===== src/rtl/imm_gen_pkg.sv =====
// imm_gen_pkg
// Shared definitions for the MISC-V immediate generator slice.
// Contents:
//   OP_R..OP_J1  3-bit opcodes found in instr[2:0]
//   FMT_W        width of the format tag
//   FMT_R..FMT_J format tag codes carried alongside each immediate
package imm_gen_pkg;

  localparam logic [2:0] OP_R  = 3'b000;
  localparam logic [2:0] OP_I  = 3'b001;
  localparam logic [2:0] OP_M0 = 3'b010;
  localparam logic [2:0] OP_M1 = 3'b011;
  localparam logic [2:0] OP_Y0 = 3'b100;
  localparam logic [2:0] OP_Y1 = 3'b101;
  localparam logic [2:0] OP_J0 = 3'b110;
  localparam logic [2:0] OP_J1 = 3'b111;

  localparam int FMT_W = 3;

  localparam logic [FMT_W-1:0] FMT_R = 3'd0;
  localparam logic [FMT_W-1:0] FMT_I = 3'd1;
  localparam logic [FMT_W-1:0] FMT_M = 3'd2;
  localparam logic [FMT_W-1:0] FMT_Y = 3'd3;
  localparam logic [FMT_W-1:0] FMT_J = 3'd4;

endpackage


===== src/rtl/imm_gen_decode.sv =====
// imm_gen_decode
// Purely combinational immediate extraction for 16-bit MISC-V instructions.
// Parameters:
//   XLEN  width of the sign-extended immediate (>= 16)
// Ports:
//   instr  in   16     instruction word, opcode in instr[2:0]
//   imm    out  XLEN   sign-extended immediate
//   fmt    out  FMT_W  format tag (FMT_R/I/M/Y/J)
module imm_gen_decode
  import imm_gen_pkg::*;
#(
  parameter int XLEN = 16
) (
  input  logic [15:0]      instr,
  output logic [XLEN-1:0]  imm,
  output logic [FMT_W-1:0] fmt
);

  // Select the immediate field for the opcode and sign-extend it from the
  // top bit of the concatenated field. Y and J fields are halfword offsets,
  // so a zero is appended as the LSB before extension.
  always_comb begin
    imm = '0;
    fmt = FMT_R;
    case (instr[2:0])
      OP_R: begin
        imm = '0;
        fmt = FMT_R;
      end
      OP_I: begin
        imm = {{(XLEN-5){instr[13]}}, instr[13:9]};
        fmt = FMT_I;
      end
      OP_M0, OP_M1: begin
        imm = {{(XLEN-7){instr[15]}}, instr[15:9]};
        fmt = FMT_M;
      end
      OP_Y0, OP_Y1: begin
        imm = {{(XLEN-8){instr[15]}}, instr[15:12], instr[5:3], 1'b0};
        fmt = FMT_Y;
      end
      OP_J0, OP_J1: begin
        imm = {{(XLEN-11){instr[15]}}, instr[15:6], 1'b0};
        fmt = FMT_J;
      end
      default: begin
        imm = '0;
        fmt = FMT_R;
      end
    endcase
  end

endmodule


===== src/rtl/imm_gen_pipe.sv =====
// imm_gen_pipe
// Pipelined immediate generator sitting between fetch and decode/execute.
// Decoded immediates are buffered in a DEPTH-entry FIFO with a flush for
// branch redirects. Optional feature macro: IMM_GEN_TARGET_EN adds in_pc and
// out_target (pc + imm for Y/J formats, pc otherwise), stored per entry.
// Parameters:
//   XLEN   immediate / pc width (>= 16)
//   DEPTH  FIFO entries (power of 2, >= 2)
// Ports:
//   clk, reset            clock, asynchronous active-high reset
//   flush                 drop all buffered entries and any same-cycle push
//   in_valid/in_ready     instruction handshake, in_instr the instruction word
//   out_valid/out_ready   result handshake, out_imm/out_fmt the head entry
//   in_pc/out_target      only with IMM_GEN_TARGET_EN
module imm_gen_pipe
  import imm_gen_pkg::*;
#(
  parameter int XLEN  = 16,
  parameter int DEPTH = 2
) (
  input  logic             clk,
  input  logic             reset,
  input  logic             flush,
  input  logic             in_valid,
  output logic             in_ready,
  input  logic [15:0]      in_instr,
  output logic             out_valid,
  input  logic             out_ready,
  output logic [XLEN-1:0]  out_imm,
  output logic [FMT_W-1:0] out_fmt
`ifdef IMM_GEN_TARGET_EN
  ,
  input  logic [XLEN-1:0]  in_pc,
  output logic [XLEN-1:0]  out_target
`endif
);

  localparam int PTR_W = $clog2(DEPTH);
  localparam int CNT_W = PTR_W + 1;
  localparam logic [CNT_W-1:0] DEPTH_CNT = CNT_W'(DEPTH);

  logic [PTR_W-1:0] wr_ptr;
  logic [PTR_W-1:0] rd_ptr;
  logic [CNT_W-1:0] count;
  logic             push;
  logic             pop;

  logic [XLEN-1:0]  dec_imm;
  logic [FMT_W-1:0] dec_fmt;

  logic [XLEN-1:0]  imm_mem [DEPTH];
  logic [FMT_W-1:0] fmt_mem [DEPTH];
  logic [XLEN-1:0]  hold_imm;
  logic [FMT_W-1:0] hold_fmt;

  imm_gen_decode #(
    .XLEN(XLEN)
  ) u_decode (
    .instr(in_instr),
    .imm  (dec_imm),
    .fmt  (dec_fmt)
  );

  // in_ready depends only on the occupancy, so a full FIFO refuses a push
  // even when the consumer pops in the same cycle.
  assign in_ready  = (count < DEPTH_CNT);
  assign out_valid = (count != '0);
  assign push      = in_valid & in_ready;
  assign pop       = out_valid & out_ready;

  // Pointer and occupancy bookkeeping. Pointers wrap naturally because DEPTH
  // is a power of two. Flush empties the FIFO and overrides any push/pop.
  always_ff @(posedge clk or posedge reset) begin
    if (reset) begin
      wr_ptr <= '0;
      rd_ptr <= '0;
      count  <= '0;
    end else if (flush) begin
      wr_ptr <= '0;
      rd_ptr <= '0;
      count  <= '0;
    end else begin
      if (push) wr_ptr <= wr_ptr + PTR_W'(1);
      if (pop)  rd_ptr <= rd_ptr + PTR_W'(1);
      case ({push, pop})
        2'b10:   count <= count + CNT_W'(1);
        2'b01:   count <= count - CNT_W'(1);
        default: count <= count;
      endcase
    end
  end

  // Entry storage. A push never lands on the head slot while the FIFO holds
  // data, so the head stays stable during back-pressure.
  always_ff @(posedge clk or posedge reset) begin
    if (reset) begin
      for (int i = 0; i < DEPTH; i++) begin
        imm_mem[i] <= '0;
        fmt_mem[i] <= FMT_R;
      end
    end else if (push && !flush) begin
      imm_mem[wr_ptr] <= dec_imm;
      fmt_mem[wr_ptr] <= dec_fmt;
    end
  end

  // Shadow of the most recently presented head, so the outputs keep their
  // last value once the FIFO drains or is flushed.
  always_ff @(posedge clk or posedge reset) begin
    if (reset) begin
      hold_imm <= '0;
      hold_fmt <= FMT_R;
    end else if (out_valid) begin
      hold_imm <= imm_mem[rd_ptr];
      hold_fmt <= fmt_mem[rd_ptr];
    end
  end

  assign out_imm = out_valid ? imm_mem[rd_ptr] : hold_imm;
  assign out_fmt = out_valid ? fmt_mem[rd_ptr] : hold_fmt;

`ifdef IMM_GEN_TARGET_EN
  logic [XLEN-1:0] dec_target;
  logic [XLEN-1:0] target_mem [DEPTH];
  logic [XLEN-1:0] hold_target;

  // Only PC-relative formats (Y, J) add the offset; others pass the pc.
  assign dec_target = ((dec_fmt == FMT_Y) || (dec_fmt == FMT_J)) ? (in_pc + dec_imm) : in_pc;

  // Target storage follows the same write and hold rules as the immediate.
  always_ff @(posedge clk or posedge reset) begin
    if (reset) begin
      for (int i = 0; i < DEPTH; i++) begin
        target_mem[i] <= '0;
      end
      hold_target <= '0;
    end else begin
      if (push && !flush) target_mem[wr_ptr] <= dec_target;
      if (out_valid) hold_target <= target_mem[rd_ptr];
    end
  end

  assign out_target = out_valid ? target_mem[rd_ptr] : hold_target;
`else
  // Without the target option only the immediate and format are buffered.
`endif

endmodule


===== config.mk =====
export PLATFORM = sky130hd
export DESIGN_NAME = imm_gen_pipe
export DESIGN_NICKNAME = d
export VERILOG_FILES = /design/src/rtl/imm_gen_pkg.sv /design/src/rtl/imm_gen_decode.sv /design/src/rtl/imm_gen_pipe.sv
export SDC_FILE = /design/constraint.sdc
export NUM_CORES = 1
export LEC_CHECK = 0
export CAP_MARGIN = 20
export CORE_UTILIZATION = 59
export DETAILED_ROUTE_END_ITERATION = 6
export GPL_ROUTABILITY_DRIVEN = 1
export PLACE_DENSITY = 0.86
export SYNTH_ARGS = -nofsm -noshare
export SYNTH_HDL_FRONTEND = slang
export SYNTH_HIERARCHICAL = 1
export SYNTH_SLANG_ARGS = --single-unit

===== constraint.sdc =====
create_clock -name clk -period 5.4 [get_ports clk]
set_clock_uncertainty 0.2 [all_clocks]
set_input_delay 0.54 -clock clk [delete_from_list [all_inputs] [get_ports clk]]
set_output_delay 0.54 -clock clk [all_outputs]
set_load 0.05 [all_outputs]

==> key figures <==
STA
  – Post-Route Setup TNS: 0 ns
  – Worst Tran Pin Value: 0.736 ns
  – Period utilization: 0.601
  – Final worst path period need: roughly 3.2 ns
  – Fin. Hold Viols: 0
  – Final setup vio count: 0
  – Fmax: 308 MHz
  – Unrepaired setup endpoints after global routing: false
  – Relative slew slack: 0.509
  – Final Max Tran Viols: 0

Clock tree
  – Hold_buf cts: 0
  – Clk sinks: 61
  – # H-tree levels: 3
  – CTS Root Buffer Type: clkbuf_8
  – Number of setup buffers added after CTS: 0
  – Worst-Skew Late Latency: 0.33 ns
  – CTS Buf Count: 9
  – Post-cts resize count: 0
  – Clock transition at the registers of the reported paths: 0.06 ns
  – CTS tree: built
  – Longest Clk Path Bufs: 2

Cells and area
  – Multi-input logic area: ~1200 um2
  – Post-layout nets: 289
  – Antenna cells: 0
  – Design Area, Final: 3460 um2
  – Share of cells above drive strength 1: 0.227
  – Area delta synth->final: 20.3%
  – Register area: 1530 um2
  – FILL cells: roughly 330

Synth
  – Mapped Nets: about 250
  – Most used DFF post-synth: dfrtp_1
  – Post-Syn Area: 2880 um2
  – FF+latch count, synth: 61
  – Share of the yosys chip area belonging to registers: 0.530
  – Mean post-synth cell area: 12.7 um2
  – Top cell type's share of synthesized area: 0.530
  – Yosys cell types: 33
  – Asr flop ratio synth: 1.00
  – Yosys top cell by area: dfrtp_1
  – Synthesis Warnings: 6
  – Number of synthesized flops with an enable pin: 0
  – Main area contributors after synthesis: dfrtp_1, mux2_2, mux2i_1
  – Syn Inst Count: around 230

Route
  – First drt pass iteration count: 5
  – DR iter-0 viols: 125
  – DRT antenna net count: 0
  – DRC: 0
  – Final WL: 5.03 mm
  – Via/cell ratio: 5.51
  – Routed vias: 1850
  – Routed WL per cell: 15.0 um

Critical path
  – R2r setup slk: 3.44 ns
  – CP endpoint kind: output pin
  – CP Cell Sequence: or2_2 > nor2_1 > a21oi_1 > clkdlybuf4s50_1
  – Critical path buffers and inverters: 1
  – Required time worst endpoint: 4.66 ns
  – Max incr delay on CP: approximately 0.83 ns
  – CP max-delay cell: clkdlybuf4s50_1
  – Crit path kind: flip-flop to output pin
  – Cell family with most CP delay: buffers and inverters
  – Setup crit start kind: flip-flop
  – Critical path arrival: approximately 2.5 ns
  – Critical Path Fanout Max: 39

Global routing
  – Largest net degree at the start of global routing: 62
  – Antenna violations before repair: 0
  – GRT Total Usage: 0.217
  – Number of global-route vias before repair: between 1500 and 2000
  – First-pass GRT wire length: 8.41 mm
  – M3 GR Usage: 0.0338
  – Grt met1 use: 0.309
  – Met2 Usage GRT: 0.323
  – GR Overflow Total: 0
  – Grt peak-use layer: met2

Outcome
  – Status: completed

Power
  – PD cells: approximately 450 nW/um2
  – Maximum VDD drop: 0.248 mV
  – Leakage: 1.53 nW

Place
  – HPWL after detailed placement: 3.26 mm
  – Placed Area: around 3200 um2
  – Port Buf Inserts: 41
  – Gpl congestion: 0.873

Worst hold path
  – Worst hold path type: flip-flop to flip-flop

Floorplanning
  – Starting Density: 0.610
  – DIE HEIGHT: between 70 and 80 um
  – Num ports: 42
  – Die area: approximately 5200 um2
  – Die Span X: just over 70 um
  – Core box area: 4720 um2
  – Floorplan row count: 25

Flow run
  – Maxcap violations: 0
[sequential cells by signal (all words and copies together) (netlist names)]
signal    cells
imm_mem      32
hold_imm     16
fmt_mem       6
hold_fmt      3
count         2
rd_ptr        1
wr_ptr        1
[layout make-up]
cell class,instances,share of cell area
flip-flops and latches,61,0.441
multi-input cells,142,0.343
repair buffers,45,0.135
clock buffers,12,0.0448
well taps,67,0.0242
clock inverters,4,0.00650
inverters,5,0.00542
[through the flow]
step	worst slack [ns]	cells	power (mW)	hold WS, ns	utilization
after global routing	1.96	336	1.62	0.304	0.734
after floorplan	2.65	227	1.04	0.258	-
after CTS	1.96	334	1.55	0.297	0.725
final	2.16	336	1.54	0.294	0.734
after global placement	2.39	318	1.17	0.269	0.687
after detailed placement	2.32	318	1.19	0.276	0.687
[metal layers]
layer	vias to the layer above	share of wire
li1	862	-
met1	924	0.46
met2	55	0.48
met3	9	0.039
met4	0	0.018
met5	-	0
[power by group]
group | total, mW | switching, mW | internal, mW
sequential | 0.651 | 0.0625 | 0.589
combinational | 0.532 | 0.306 | 0.226
clock | 0.359 | 0.169 | 0.189
total | 1.54 | 0.538 | 1.00
[cell families (layout without fill, tap and decap cells)]
logic type	after synthesis	count (layout)	share of synthesized area
flip-flops	61	61	0.530
buffers and inverters	24	66	0.0569
AND/OR/NAND/NOR	42	42	0.0773
AO/OA/AOI/OAI	36	36	0.0812
multiplexers	58	58	0.231
adder cells (fa/ha/maj)	4	4	0.0174
XOR/XNOR	2	2	0.00608
[cell usage after synthesis, types with 2 or more instances]
cell type   n
o21ai_0     2
nor2b_1     2
buf_4       5
a21oi_1    21
inv_1       5
ha_1        4
mux2i_1    20
mux2_2     25
nand3_1     3
buf_6       5
nor3b_2     2
nand2_1     8
clkbuf_1    6
dfrtp_1    61
a222oi_1    6
mux2_1      3
mux2_4     10
a21bo_1     3
nor2_1     21
xor2_1      2
[cells in the final DEF, fill, tap and decap left out, types with 2 or more instances in the layout]
| cell type | count |
|---|---|
| a21oi_1 | 21 |
| xor2_1 | 2 |
| nor2b_1 | 2 |
| mux2_1 | 3 |
| clkbuf_8 | 11 |
| nand2_1 | 8 |
| mux2i_1 | 20 |
| nor3b_2 | 2 |
| nand3_1 | 3 |
| a21bo_1 | 3 |
| dfrtp_1 | 61 |
| mux2_2 | 25 |
| mux2_4 | 10 |
| inv_1 | 4 |
| buf_4 | 2 |
| ha_1 | 4 |
| clkdlybuf4s50_1 | 41 |
| clkinv_2 | 3 |
| nor2_1 | 21 |
| a222oi_1 | 6 |
| o21ai_0 | 2 |
[final timing paths]
path,from,cells after the start,endpoint
worst max-delay path,count[1],4,out_imm[5]
worst min-delay path,fmt_mem[0],1,fmt_mem[0]
worst max register to register,count[1],4,imm_mem[29]
worst min register to register,fmt_mem[0],1,fmt_mem[0]
max in group asynchronous,reset,3,imm_mem[2]
min in group asynchronous,reset,3,hold_imm[13]
(Power assumes the default switching activity.)
